===== config.mk =====
export PLATFORM = sky130hd
export DESIGN_NAME = shake_padder_flat
export DESIGN_NICKNAME = d
export VERILOG_FILES = /design/src/rtl/shake_padder_if.sv /design/src/rtl/shake_padder.sv /design/src/flat_wrapper.sv
export SDC_FILE = /design/constraint.sdc
export NUM_CORES = 1
export LEC_CHECK = 0
export ABC_AREA = 1
export CORE_MARGIN = 4
export CORE_UTILIZATION = 28
export CTS_CLUSTER_DIAMETER = 40
export CTS_CLUSTER_SIZE = 25
export DETAILED_ROUTE_END_ITERATION = 8
export GPL_TIMING_DRIVEN = 0
export PLACE_DENSITY_LB_ADDON = 0.12
export SYNTH_ARGS = -nofsm -noshare
export SYNTH_HDL_FRONTEND = slang
export SYNTH_SLANG_ARGS = --single-unit
export TNS_END_PERCENT = 5

===== constraint.sdc =====
create_clock -name clk -period 2 [get_ports clk]
set_clock_uncertainty 0.05 [all_clocks]
set_input_delay 0.4 -clock clk [delete_from_list [all_inputs] [get_ports clk]]
set_output_delay 0.4 -clock clk [all_outputs]
set_load 0.005 [all_outputs]

===== src/rtl/shake_padder_if.sv =====
// Stream bundle between the message source and the SHAKE padder, plus the padded-block
// output toward the absorb stage. The master side feeds messages; the slave side is the padder.
interface shake_padder_if #(
  parameter int unsigned W = 64
);
  localparam int unsigned BytesW = $clog2(W / 8) + 1;

  logic              in_valid;
  logic              in_ready;
  logic [W-1:0]      in_data;
  logic              in_last;
  logic [BytesW-1:0] in_bytes;

  logic              out_valid;
  logic              out_ready;
  logic [W-1:0]      out_data;
  logic              out_block_last;
  logic              out_msg_last;

  modport master (
    output in_valid, in_data, in_last, in_bytes, out_ready,
    input  in_ready, out_valid, out_data, out_block_last, out_msg_last
  );

  modport slave (
    input  in_valid, in_data, in_last, in_bytes, out_ready,
    output in_ready, out_valid, out_data, out_block_last, out_msg_last
  );
endinterface


===== src/rtl/shake_padder.sv =====
// SHAKE pad10*1 front end: passes message words through and appends domain/pad words so the
// output is a whole number of rate blocks. SHAKE_PADDER_BYTE_MASK_EN zeroes unused final bytes.
module shake_padder #(
  parameter int unsigned W          = 64,
  parameter int unsigned RATE_WORDS = 17,
  parameter logic [7:0]  DOMAIN     = 8'h1F
) (
  input logic            clk,
  input logic            rst_n,
  shake_padder_if.slave  bus
);
  localparam int unsigned Nb     = W / 8;
  localparam int unsigned BytesW = $clog2(Nb) + 1;
  localparam int unsigned IdxW   = $clog2(RATE_WORDS);
  localparam logic [IdxW-1:0]   IdxEnd    = IdxW'(RATE_WORDS - 1);
  localparam logic [BytesW-1:0] BytesFull = BytesW'(Nb);

  typedef enum logic [1:0] {StMsg, StPadFirst, StZeroFill} state_e;

  state_e            state_q, state_d;
  logic [IdxW-1:0]   idx_q, idx_d;
  logic              run_q;

  logic              at_end;
  logic              short_last;
  logic              fire;
  logic [BytesW-1:0] bytes_eff;
  logic [W-1:0]      final_word;

  logic              in_ready;
  logic              out_valid;
  logic [W-1:0]      out_data;
  logic              out_block_last;
  logic              out_msg_last;

  assign at_end     = (idx_q == IdxEnd);
  assign bytes_eff  = (bus.in_bytes > BytesFull) ? BytesFull : bus.in_bytes;
  assign short_last = bus.in_last && (bytes_eff != BytesFull);
  assign fire       = out_valid && bus.out_ready;

  // Final short word: domain byte ORed in at the first unused byte position.
  always_comb begin
    final_word = bus.in_data;
    for (int unsigned i = 0; i < Nb; i++) begin
`ifdef SHAKE_PADDER_BYTE_MASK_EN
      if (BytesW'(i) >= bytes_eff) final_word[8*i +: 8] = 8'h00;
`endif
      if (BytesW'(i) == bytes_eff) final_word[8*i +: 8] = final_word[8*i +: 8] | DOMAIN;
    end
  end

  // run_q keeps all outputs quiet until the first clock edge after reset release.
  always_ff @(posedge clk or negedge rst_n) begin
    if (!rst_n) begin
      state_q <= StMsg;
      idx_q   <= '0;
      run_q   <= 1'b0;
    end else begin
      state_q <= state_d;
      idx_q   <= idx_d;
      run_q   <= 1'b1;
    end
  end

  always_comb begin
    state_d = state_q;
    idx_d   = idx_q;
    if (fire) begin
      idx_d = at_end ? '0 : idx_q + 1'b1;
      unique case (state_q)
        StMsg: begin
          if (bus.in_last) begin
            if (!short_last)  state_d = StPadFirst;
            else if (!at_end) state_d = StZeroFill;
          end
        end
        StPadFirst: state_d = at_end ? StMsg : StZeroFill;
        StZeroFill: if (at_end) state_d = StMsg;
        default:    state_d = StMsg;
      endcase
    end
  end

  always_comb begin
    in_ready       = 1'b0;
    out_valid      = 1'b0;
    out_data       = '0;
    out_block_last = 1'b0;
    out_msg_last   = 1'b0;
    if (run_q) begin
      out_block_last = at_end;
      unique case (state_q)
        StMsg: begin
          in_ready  = bus.out_ready;
          out_valid = bus.in_valid;
          out_data  = bus.in_data;
          if (short_last) begin
            out_data = final_word;
            if (at_end) begin
              out_data[W-1 -: 8] = out_data[W-1 -: 8] | 8'h80;
              out_msg_last       = 1'b1;
            end
          end
        end
        StPadFirst: begin
          out_valid     = 1'b1;
          out_data[7:0] = DOMAIN;
          if (at_end) begin
            out_data[W-1 -: 8] = out_data[W-1 -: 8] | 8'h80;
            out_msg_last       = 1'b1;
          end
        end
        StZeroFill: begin
          out_valid = 1'b1;
          if (at_end) begin
            out_data[W-1 -: 8] = 8'h80;
            out_msg_last       = 1'b1;
          end
        end
        default: ;
      endcase
    end
  end

  assign bus.in_ready       = in_ready;
  assign bus.out_valid      = out_valid;
  assign bus.out_data       = out_data;
  assign bus.out_block_last = out_block_last;
  assign bus.out_msg_last   = out_msg_last;
endmodule


===== src/flat_wrapper.sv =====
// flat-port wrapper written by rule: the top's interface ports become plain ports
module shake_padder_flat 
#(
  parameter int unsigned W          = 64,
  parameter int unsigned RATE_WORDS = 17,
  parameter logic [7:0]  DOMAIN     = 8'h1F
)
  (clk, rst_n, bus_in_valid, bus_in_data, bus_in_last, bus_in_bytes, bus_out_ready, bus_in_ready, bus_out_valid, bus_out_data, bus_out_block_last, bus_out_msg_last);
  shake_padder_if #(.W(W)) bus_i ();
  input logic clk;
  input logic rst_n;
  input wire logic [$bits(bus_i.in_valid)-1:0] bus_in_valid;
  input wire logic [$bits(bus_i.in_data)-1:0] bus_in_data;
  input wire logic [$bits(bus_i.in_last)-1:0] bus_in_last;
  input wire logic [$bits(bus_i.in_bytes)-1:0] bus_in_bytes;
  input wire logic [$bits(bus_i.out_ready)-1:0] bus_out_ready;
  output wire logic [$bits(bus_i.in_ready)-1:0] bus_in_ready;
  output wire logic [$bits(bus_i.out_valid)-1:0] bus_out_valid;
  output wire logic [$bits(bus_i.out_data)-1:0] bus_out_data;
  output wire logic [$bits(bus_i.out_block_last)-1:0] bus_out_block_last;
  output wire logic [$bits(bus_i.out_msg_last)-1:0] bus_out_msg_last;
  assign bus_i.in_valid = bus_in_valid;
  assign bus_i.in_data = bus_in_data;
  assign bus_i.in_last = bus_in_last;
  assign bus_i.in_bytes = bus_in_bytes;
  assign bus_i.out_ready = bus_out_ready;
  assign bus_in_ready = bus_i.in_ready;
  assign bus_out_valid = bus_i.out_valid;
  assign bus_out_data = bus_i.out_data;
  assign bus_out_block_last = bus_i.out_block_last;
  assign bus_out_msg_last = bus_i.out_msg_last;
  shake_padder #(.W(W), .RATE_WORDS(RATE_WORDS), .DOMAIN(DOMAIN)) u_core (.clk(clk), .rst_n(rst_n), .bus(bus_i));
endmodule

==> results by group, run 1 <==
Synthesis
  • Number of synthesized register bits: 8
  • Dominant cell type by area after synthesis: nor2_1
  • Mapped cell area: 1250 µm²
  • Share of the synthesized area in the top cell type: 22.8%
  • Mapped Cells: 235
  • Synth Area in Adders: 6.01%
  • Count of cell types in the netlist: 21
  • Most common cell in the netlist: nor2_1
  • Commonest cells post-synth: nor2_1 (76), inv_1 (52), a21oi_1 (25), nand2_1 (23), nand3_1 (11)
  • Compound-Gate Fraction of Synth Area: 12.0%
  • Avg Cell Area, Syn: 5.31 µm²
  • Synth Area in XOR/XNOR: 0.701%
  • Sequential-to-total area share from yosys stat: 16.0%
  • Post-synthesis net count: 314
  • Main flop type after synthesis: dfrtp_1
  • Main combinational cell family by area after synthesis: simple AND/OR/NAND/NOR gates
  • Area contributors post-synth: nor2_1 (23%), dfrtp_1 (16%), inv_1 (16%)
  • Async SR Flop Fraction: 100%
  • YS warnings: 0
  • Post-synth EDFFs: 0
  • Mux contribution to synthesized area: 0%
  • Synth Area in Simple Gates: 44.6%

Setup path
  • Crit Path Class: reg -> out
  • Worst Setup End Kind: output pin
  • Worst Path Arrival: 1700 ps
  • Critical path required time: 1550 ps
  • FF-to-FF Start: u_core.state_q[0]$_DFFE_PN0P_
  • Critical path peak fanout: 5
  • Crit path launch: u_core.state_q[0]$_DFFE_PN0P_
  • Crit path launch type: flop

Placement
  • Dpl cells: 427
  • PortBufs: 140
  • Post-DP HPWL: 4680 µm
  • GPL Wtd Cong: 0.783

Timing
  • Setup-failing EPs final: 44
  • Final setup margin: -145 ps
  • Post-layout minimum cycle time: 2150 ps
  • Fmax: 466 MHz
  • Slew Limit Fails: 0
  • Unrepaired setup endpoints after global routing: yes
  • Final Hold Viols: 0
  • Final period utilization: 107%

Power and ir drop
  • Worst vdd ir: 0.670 mV
  • Overall Power: 2190 µW
  • Static leakage: 0.00162 µW
  • P per Cell Area: 753 nW/µm²

Cells and area
  • # diodes: 0
  • Final core occ: 67.1%
  • Layout Nets: 483
  • Area Growth Syn to Fin: 132%
  • Final instance count without filler cells: 454
  • Ratio of cells with drive above 1 in the final layout: 36.1%

Clocking
  • Clk sink count: 8
  • Worst-path clk slew: 40 ps
  • Post-CTS Hold Buffers: 0
  • Clk_lat worst skew: 230 ps
  • Total CTS buffers: 3
  • Deepest clock path buffer count: 2
  • CTS tree: done
  • H-tree depth: 1
  • Clock Root Buffer: clkbuf_8

Outcome
  • Status: finished with violations
  • Failing checks: setup timing

Floorplanning
  • Core ar.: 4320 µm²
  • Rows: 24
  • Die W: 74.8 µm
  • Die area: 5590 µm²
  • Num ports: 141
  • Die height: 74.8 µm
  • Initial Utilization: 28.9%

Route
  • WL met1: 2290 µm
  • Met2 routed WL: 3260 µm
  • ANT nets after route: 0
  • DR top layer: met4
  • Drt drc: 0
  • Iter 0 DRT Violations: 57
  • WL met3: 531 µm
  • Via count: 1,974
  • Via-per-instance ratio: 4.35
  • Pre-antenna DRT Iters: 4
  • DRT Wirelength: 6140 µm
  • WL/cell: 13.5 µm

Global routing
  • Initial antenna violation count: 0
  • Pin count of the biggest net entering global routing: 11
  • Gr usage total: 18.9%
  • Vias in the first global route: 1,666
  • First-pass GRT wire length: 8350 µm
  • Total grt overflow: 0

Run
  • Max-cap violations: 0

Min path
  • Worst Hold Class: in -> async
==> cell usage in the layout (no fill, tap or decap), types with 2 or more instances in the layout <==
master and count:
a21oi_1 15, buf_6 16, clkdlybuf4s50_1 67, inv_2 7
nor2_1 66, inv_1 49, dfrtp_1 8, clkbuf_8 3
ha_1 4, dlymetal6s2s_1 3, nand2_1 19, buf_4 15
o21ai_0 3, clkbuf_2 14, buf_2 42, dlygate4sd2_1 5
buf_8 2, nand2_4 2, clkdlybuf4s15_1 5, nand3_2 3
nand2_2 4, nor2_4 8, nor2_2 10, a21oi_2 10
nand3_1 8, clkdlybuf4s15_2 2
==> critical path, stage by stage, from the launching register on <==
cell and delay, ps:
dfrtp_1 430, inv_2 120, ha_4 140, buf_8 120
buf_4 110, nand3_2 90, nand2_1 80, nand3_2 70
nor2_2 90, clkdlybuf4s15_1 200
==> cell families (layout without fill, tap and decap cells) <==
group,count (synthesis),in the layout
other cells,1,1
flops,8,8
buf+inv,63,230
compound gates,30,30
simple gates,126,126
xor+xnor,1,1
fa+ha+maj,6,6
==> power breakdown <==
group	switching, µW	total, µW	internal [µW]
registers	80.0	309	229
clock network	59.4	189	130
logic	810	1690	877
==> layer usage <==
| layer | track usage, % | vias to the layer above |
|---|---|---|
| li1 | - | 1028 |
| met1 | 21.5 | 878 |
| met2 | 36.4 | 62 |
| met3 | 4.27 | 6 |
| met4 | 3.16 | 0 |
| met5 | 0 | - |
==> metrics by stage <==
step / setup TNS [ps] / worst slack [ps] / instance area [µm²] / hold WS, ps
2_1_floorplan: 0 / 356 / 1250 / 54.4
3_3_place_gp: -27580 / -571 / 2720 / 467
3_5_place_dp: -27980 / -563 / 2720 / 491
4_1_cts: -1970 / -213 / 2840 / 412
5_1_grt: -4890 / -250 / 2900 / 415
6_report: -2070 / -145 / 2900 / 406
==> timing repair <==
action                     CTS  global route
setup endpoints to repair   68            68
pin swaps                    9            10
resized for setup          235            77
buffers inserted            24             0
==> layout make-up <==
type	instances	area [µm²]
Fill cell	402	1420
Inverter	56	210
Tap cell	52	65.1
Multi-Input combinational cell	164	957
Sequential cell	8	200
Clock buffer	3	41.3
Buffer	7	86.3
Timing Repair Buffer	164	1340
==> worst paths after layout <==
check	endpoint	slack, ps	depth (start not counted)
setup reg to reg	u_core.state_q[0]$_DFFE_PN0P_	210	9
max in group asynchronous	u_core.run_q$_DFF_PN0_	1230	1
setup / recovery	bus_out_msg_last	-150	9
hold / removal	u_core.state_q[1]$_DFFE_PN0P_	410	1
min in group clk	u_core.idx_q[4]$_DFFE_PN0N_	490	2
hold reg to reg	u_core.idx_q[4]$_DFFE_PN0N_	490	2
==> sequential cells by signal, indices dropped and copies added (netlist names) <==
register / cells
u_core.state_q: 2
u_core.run_q: 1
u_core.idx_q: 5
Power figures use the tool's default switching activity.
==> run 2, diff against run 1 <==
- CAP_MARGIN: default -> 20
==> results of run 2 <==
Final layout, timing and power as in run 1 (identical DEF).
